## src/rtl/booth_r4_mac_seq_pkg.sv

```systemverilog
// Shared encodings for the sequential radix-4 Booth multiply-accumulate core:
// sign modes, FSM states, Booth digit controls and the iteration-count helper.
package booth_pkg;

    localparam logic [1:0] SM_UU = 2'b00;
    localparam logic [1:0] SM_US = 2'b01;
    localparam logic [1:0] SM_SU = 2'b10;
    localparam logic [1:0] SM_SS = 2'b11;

    typedef enum logic [1:0] {
        ST_IDLE = 2'b00,
        ST_CALC = 2'b01,
        ST_ACC  = 2'b10,
        ST_HOLD = 2'b11
    } state_t;

    localparam logic [1:0] MAG_0  = 2'd0;
    localparam logic [1:0] MAG_1X = 2'd1;
    localparam logic [1:0] MAG_2X = 2'd2;
    localparam logic [1:0] MAG_3X = 2'd3;

    typedef struct packed {
        logic       neg;
        logic [1:0] mag;
    } booth_dig_t;

    // Radix-4 Booth recoding of {b[2i+1], b[2i], b[2i-1]} into sign + magnitude.
    function automatic booth_dig_t booth_recode(input logic [2:0] win);
        booth_dig_t d;
        case (win)
            3'b000:  begin d.neg = 1'b0; d.mag = MAG_0;  end
            3'b001:  begin d.neg = 1'b0; d.mag = MAG_1X; end
            3'b010:  begin d.neg = 1'b0; d.mag = MAG_1X; end
            3'b011:  begin d.neg = 1'b0; d.mag = MAG_2X; end
            3'b100:  begin d.neg = 1'b1; d.mag = MAG_2X; end
            3'b101:  begin d.neg = 1'b1; d.mag = MAG_1X; end
            3'b110:  begin d.neg = 1'b1; d.mag = MAG_1X; end
            3'b111:  begin d.neg = 1'b0; d.mag = MAG_0;  end
            default: begin d.neg = 1'b0; d.mag = MAG_0;  end
        endcase
        return d;
    endfunction

    // One extra step covers the two extension bits of an unsigned multiplier.
    function automatic int unsigned iter_count(input int unsigned width);
        return width / 32'd2 + 32'd1;
    endfunction

endpackage

```

## src/rtl/booth_r4_mac_seq_step.sv

```systemverilog
// One radix-4 Booth step: recode the 3-bit window and add the selected
// signed multiple of the multiplicand to the running upper partial sum.
module booth_r4_step
    import booth_pkg::*;
#(
    parameter int WIDTH = 8
) (
    input  logic [2:0]       window,
    input  logic [WIDTH+3:0] acc_hi,
    input  logic [WIDTH+3:0] m1x,
    input  logic [WIDTH+3:0] m3x,
    output logic [WIDTH+3:0] sum
);

    booth_dig_t       dig_s;
    logic [WIDTH+3:0] mag_s;
    logic [WIDTH+3:0] part_s;

    // Digit recode, multiple select, conditional negate and add.
    always_comb begin
        dig_s = booth_recode(window);
        case (dig_s.mag)
            MAG_0:   mag_s = '0;
            MAG_1X:  mag_s = m1x;
            MAG_2X:  mag_s = {m1x[WIDTH+2:0], 1'b0};
            MAG_3X:  mag_s = m3x;
            default: mag_s = '0;
        endcase
        if (dig_s.neg) begin
            part_s = (~mag_s) + {{(WIDTH+3){1'b0}}, 1'b1};
        end else begin
            part_s = mag_s;
        end
        sum = acc_hi + part_s;
    end

endmodule

```

## src/rtl/booth_r4_mac_seq.sv

```systemverilog
// Sequential radix-4 Booth multiplier-accumulator with valid/ready on both
// sides, output backpressure and a guarded wrap-around accumulator.
module booth_r4_mac_seq
    import booth_pkg::*;
#(
    parameter int WIDTH = 8,
    parameter int GUARD = 8
) (
    input  logic                       clk,
    input  logic                       rst,
    input  logic                       in_valid,
    output logic                       in_ready,
    input  logic [WIDTH-1:0]           multiplicand,
    input  logic [WIDTH-1:0]           multiplier,
    input  logic [1:0]                 sign_mode,
    input  logic                       acc_en,
    input  logic                       acc_clr,
    output logic                       out_valid,
    input  logic                       out_ready,
    output logic [2*WIDTH+GUARD-1:0]   out_result,
    output logic                       busy
);

    localparam int ITER  = int'(iter_count(WIDTH));
    localparam int PW    = WIDTH + 4;
    localparam int ACC_W = 2 * WIDTH + GUARD;

    state_t             state_r;
    state_t             state_n;
    logic [ITER-1:0]    iter_r;
    logic [PW-1:0]      m1x_r;
    logic [PW-1:0]      m3x_r;
    logic [PW-1:0]      hi_r;
    logic [WIDTH+1:0]   b_r;
    logic               prev_r;
    logic [1:0]         sm_r;
    logic               acc_en_r;
    logic [ACC_W-1:0]   acc_r;
    logic [ACC_W-1:0]   out_result_r;
    logic               out_valid_r;

    logic               accept_s;
    logic               a_sign_s;
    logic               b_sign_s;
    logic [PW-1:0]      a_ext_s;
    logic [PW-1:0]      m3x_s;
    logic [PW-1:0]      sum_s;
    logic [2*WIDTH+5:0] shifted_s;
    logic [2*WIDTH-1:0] prod_s;
    logic               fill_s;
    logic [ACC_W-1:0]   ext_s;
    logic [ACC_W-1:0]   result_s;

    assign in_ready   = (state_r == ST_IDLE);
    assign busy       = (state_r != ST_IDLE);
    assign out_valid  = out_valid_r;
    assign out_result = out_result_r;
    assign accept_s   = in_valid && (state_r == ST_IDLE);

    assign a_sign_s  = sign_mode[1] & multiplicand[WIDTH-1];
    assign b_sign_s  = sign_mode[0] & multiplier[WIDTH-1];
    assign a_ext_s   = {{4{a_sign_s}}, multiplicand};
    assign m3x_s     = a_ext_s + {a_ext_s[PW-2:0], 1'b0};

    booth_r4_step #(.WIDTH(WIDTH)) u_step (
        .window (
            {b_r[1:0], prev_r}),
        .acc_hi (hi_r),
        .m1x    (m1x_r),
        .m3x    (m3x_r),
        .sum    (sum_s)
    );

    // Upper partial sum and multiplier/product bits shift right together by one digit.
    assign shifted_s = {{2{sum_s[PW-1]}}, sum_s, b_r[WIDTH+1:2]};
    assign prod_s    = {hi_r[WIDTH-3:0], b_r};

    // Product extension to accumulator width and optional accumulate.
    always_comb begin
        fill_s = (sm_r != SM_UU) & prod_s[2*WIDTH-1];
        ext_s  = {{GUARD{fill_s}}, prod_s};
        if (acc_en_r) begin
            result_s = acc_r + ext_s;
        end else begin
            result_s = ext_s;
        end
    end

    // Next-state logic for the operation sequencer.
    always_comb begin
        state_n = state_r;
        case (state_r)
            ST_IDLE: begin
                if (in_valid) state_n = ST_CALC;
                else          state_n = ST_IDLE;
            end
            ST_CALC: begin
                if (iter_r[ITER-1]) state_n = ST_ACC;
                else                state_n = ST_CALC;
            end
            ST_ACC:  state_n = ST_HOLD;
            ST_HOLD: begin
                if (out_valid_r && out_ready) state_n = ST_IDLE;
                else                          state_n = ST_HOLD;
            end
            default: state_n = ST_IDLE;
        endcase
    end

    // State register.
    always_ff @(posedge clk) begin
        if (rst) begin
            state_r <= ST_IDLE;
        end else begin
            state_r <= state_n;
        end
    end

    // Operand capture and Booth iteration datapath.
    always_ff @(posedge clk) begin
        if (rst) begin
            iter_r   <= '0;
            m1x_r    <= '0;
            m3x_r    <= '0;
            hi_r     <= '0;
            b_r      <= '0;
            prev_r   <= 1'b0;
            sm_r     <= SM_UU;
            acc_en_r <= 1'b0;
        end else if (accept_s) begin
            iter_r   <= {{(ITER-1){1'b0}}, 1'b1};
            m1x_r    <= a_ext_s;
            m3x_r    <= m3x_s;
            hi_r     <= '0;
            b_r      <= {{2{b_sign_s}}, multiplier};
            prev_r   <= 1'b0;
            sm_r     <= sign_mode;
            acc_en_r <= acc_en;
        end else if (state_r == ST_CALC) begin
            iter_r          <= {iter_r[ITER-2:0], 1'b0};
            {hi_r, b_r}     <= shifted_s;
            prev_r          <= b_r[1];
        end
    end

    // Result, accumulator and output-valid registers; clear beats the ACC write.
    always_ff @(posedge clk) begin
        if (rst) begin
            acc_r        <= '0;
            out_result_r <= '0;
            out_valid_r  <= 1'b0;
        end else begin
            if (state_r == ST_ACC) begin
                out_result_r <= result_s;
            end
            if (acc_clr) begin
                acc_r <= '0;
            end else if (state_r == ST_ACC) begin
                acc_r <= result_s;
            end
            out_valid_r <= (state_r == ST_HOLD) && !(out_valid_r && out_ready);
        end
    end

endmodule
```

## config.mk

```make
export PLATFORM = sky130hd
export DESIGN_NAME = booth_r4_mac_seq
export DESIGN_NICKNAME = d
export VERILOG_FILES = /design/src/rtl/booth_r4_mac_seq_pkg.sv /design/src/rtl/booth_r4_mac_seq_step.sv /design/src/rtl/booth_r4_mac_seq.sv
export SDC_FILE = /design/constraint.sdc
export NUM_CORES = 1
export LEC_CHECK = 0
export CORE_MARGIN = 1.5
export CORE_UTILIZATION = 35
export DETAILED_ROUTE_END_ITERATION = 12
export HOLD_SLACK_MARGIN = 0.1
export PLACE_DENSITY = 0.54
export SLEW_MARGIN = 20
export SYNTH_ARGS = -nofsm -noshare
export SYNTH_HDL_FRONTEND = slang
export SYNTH_SLANG_ARGS = --single-unit
```

## constraint.sdc

```tcl
create_clock -name clk -period 11.1 [get_ports clk]
set_input_delay 1.11 -clock clk [delete_from_list [all_inputs] [get_ports clk]]
set_output_delay 1.11 -clock clk [all_outputs]
set_load 0.02 [all_outputs]
```

==> results.cfg <==
[sta]
post-route-period-util = 0.3958
layout_min_cycle_time_ps = 4394
finalMaxSlewViolations = 0
tightest_slew_ps = 834.7
hold_viol = 0
fin_skew_ps = 17.98
slew-limit-headroom = 0.4325
setup_viol = 0
max_freq_ghz = 0.2276
rsz0062_at_grt = no
fin_tns_setup_ps = 0

[yosys]
avgSynthCellArea_um2 = 7.632
yosysWarnings = 0
synth_cells = 812
syn_area_um2 = 6197
synthArstFlopShare = 0
ys_ff_latch = 98
synthDistinctLibCells = 63
synth_edf_count = 0
yosysSeqAreaShare = 0.3166
syn-num-nets = 884
synth-main-ff-cell = dfxtp_1

[drt]
finalWirelength_um = 15600
vias = 5599
antenna_left = 0
drtIter0Drc = 257
first_pass_iters = 4
drc = 0
via_per_inst = 5.243
wl_per_cell_um = 14.61

[clock_network]
cts-buffers-inserted = 9
root_buffer = clkbuf_16
cts.sinks = 98
cts_tree = built
cts-hold-fix-buffers = 0
post_cts_buffers = 0
clk_pin_slew_ps = 80
clk_path_buf_depth = 2
cts_max_level = 3
ctsResizeCount = 0
clk_latency_ps = 360

[layout]
final_cell_mix = nand2_1 (121), a21oi_1 (99), dfxtp_1 (98)
seqCellArea_um2 = 1962
nFillCells = 1840
syn_to_final_growth_pct = 15.71
fin_util = 0.4146
diodes = 0
fin_nets = 910
multi_input_area_um2 = 3994
drive_above_1_share = 0.04270
final_common_cell = nand2_1

[worst_hold_path]
hold_path_class = register to register

[floorplanning]
start_util = 0.3583
rows = 48
boundaryPins = 51
die_y_um = 136.1
dieArea_um2 = 18510
core_area_um2 = 17300
die_x_um = 136.1

[setup_path]
start_kind = register
cpMostUsedCell = ha_1
cp_slowest_cell = mux2i_2
slowest_delay_ps = 670
crit_required_ps = 11300
crit_arrival_ps = 4600
cp_max_fo = 12
path_cells = inv_1 -> ha_1 -> mux2i_2 -> nor2_2 -> a21oi_1 -> ha_1 -> nor2_1 -> xnor2_1 -> ha_1 -> o21ai_1 -> nor2_1 -> nor4_1 -> or3_1 -> a311oi_1 -> xor2_1 -> a21o_1 -> a21oi_1
critPathCaptureType = register
critPathKind = register to register

[power_and_ir_drop]
p_leak_nw = 2.870
powerDensity_nw_per_um2 = 111.0
ir_drop_uv = 76.44

[global_route]
grt_pass1_vias = 5365
grt_util_all_layers = 0.1800
antenna_found_initial = 0
grt_max_degree = 64
grt-ovfl-total = 0
grt_pass1_wl_um = 26730

[status]
status = completed

[placed_design]
gp_congestion = 0.8513
hpwlAfterDp_um = 11350
io_buffers = 50

[job]
maxCapViolations = 0
final timing paths:
kind	from	slack, ps	end	depth (start not counted)
setup / recovery	b_r[0]	6710	hi_r[9]	17
hold / removal	iter_r[3]	460	iter_r[3]	2
setup reg to reg	b_r[0]	6710	hi_r[9]	17
hold reg to reg	iter_r[3]	460	iter_r[3]	2
routing by layer:
metal  up-vias  wire (µm)  global-route usage
met3        15        361             0.02834
met1      2577       7493              0.2276
met2        66       7532              0.3151
met4         0        213             0.05083
li1       2941          -                   -
met5         -          0                   0
power by group:
part	switching [mW]	internal [mW]
Sequential	0.0107	0.361
Clock	0.146	0.183
Combinational	0.0567	0.0389
Total	0.213	0.583
cell usage after synthesis (3+ instances only):
cell      count  area, µm²
nand2_1     121      454.2
a21oi_1      99      495.5
dfxtp_1      98       1962
nor2_1       84      315.3
ha_1         45      563.0
o21ai_0      42      210.2
clkbuf_1     35      131.4
nor3_1       35      175.2
xnor2_1      26      227.7
inv_1        22      82.58
a21o_1       18      135.1
a211oi_1     16      120.1
nand3_1      13      65.06
a22oi_1      12      90.09
mux2i_1      12      120.1
nand2b_1     10      62.56
o21a_1       10      75.07
nor2b_1       9      56.30
xor2_1        8      70.07
o21ai_1       6      30.03
o21bai_1      6      45.04
or3_1         6      37.54
a31oi_1       4      25.02
buf_1         4      15.01
nor4_1        4      25.02
o211ai_1      4      30.03
o22ai_1       4      25.02
a311oi_1      3      26.28
and2_1        3      18.77
fa_1          3      60.06
nand4_1       3      18.77
o41ai_1       3      26.28
or4_1         3      22.52
state kept, by name, summed over array words and instances, names as in the netlist:
signal / cells
state_r: 2
sm_r: 2
prev_r: 1
m3x_r: 10
out_result: 24
acc_en_r: 1
b_r: 10
hi_r: 10
m1x_r: 8
acc_r: 24
out_valid: 1
iter_r: 5
logic make-up (layout without fill, tap and decap cells):
family | count (synthesis) | count (layout) | synth area share
and+or+nand+nor | 304 | 304 | 0.2185
xor gates and xnor gates | 34 | 34 | 0.04805
muxes | 15 | 15 | 0.02584
adders and majority gates | 48 | 48 | 0.1005
AOI/OAI and AO/OA | 250 | 250 | 0.2500
buffers and inverters | 63 | 94 | 0.04058
DFF | 98 | 98 | 0.3166
layout make-up:
type,count,area share
multi-input combinational,651,0.5570
clock buffer,10,0.03333
tap,225,0.03926
inverter,22,0.01152
timing repair buffer,56,0.07538
clock inverter,6,0.009946
sequential,98,0.2736
critical path: cells and delay by family (launching register included):
family	cells	cell delay, ps
adder cells (fa/ha/maj)	3	830
buffers and inverters	1	90
XOR/XNOR	2	380
AND/OR/NAND/NOR	5	1010
AO/OA/AOI/OAI	5	850
flip-flops	1	420
multiplexers	1	670
metrics by stage:
stage | cell area (µm²) | instances | hold WS, ps | power [mW] | worst slack [ps]
floorplan | 6197 | 812 | 431.2 | 0.4463 | 7567
finish | 7171 | 1068 | 456.5 | 0.7959 | 6706
global route | 7171 | 1068 | 479.8 | 0.8351 | 6325
CTS | 7171 | 1068 | 457.6 | 0.8062 | 6733
detailed placement | 6860 | 1052 | 448.1 | 0.4758 | 6789
global placement | 6860 | 1052 | 440.8 | 0.4759 | 6911
(Power assumes the default switching activity.)
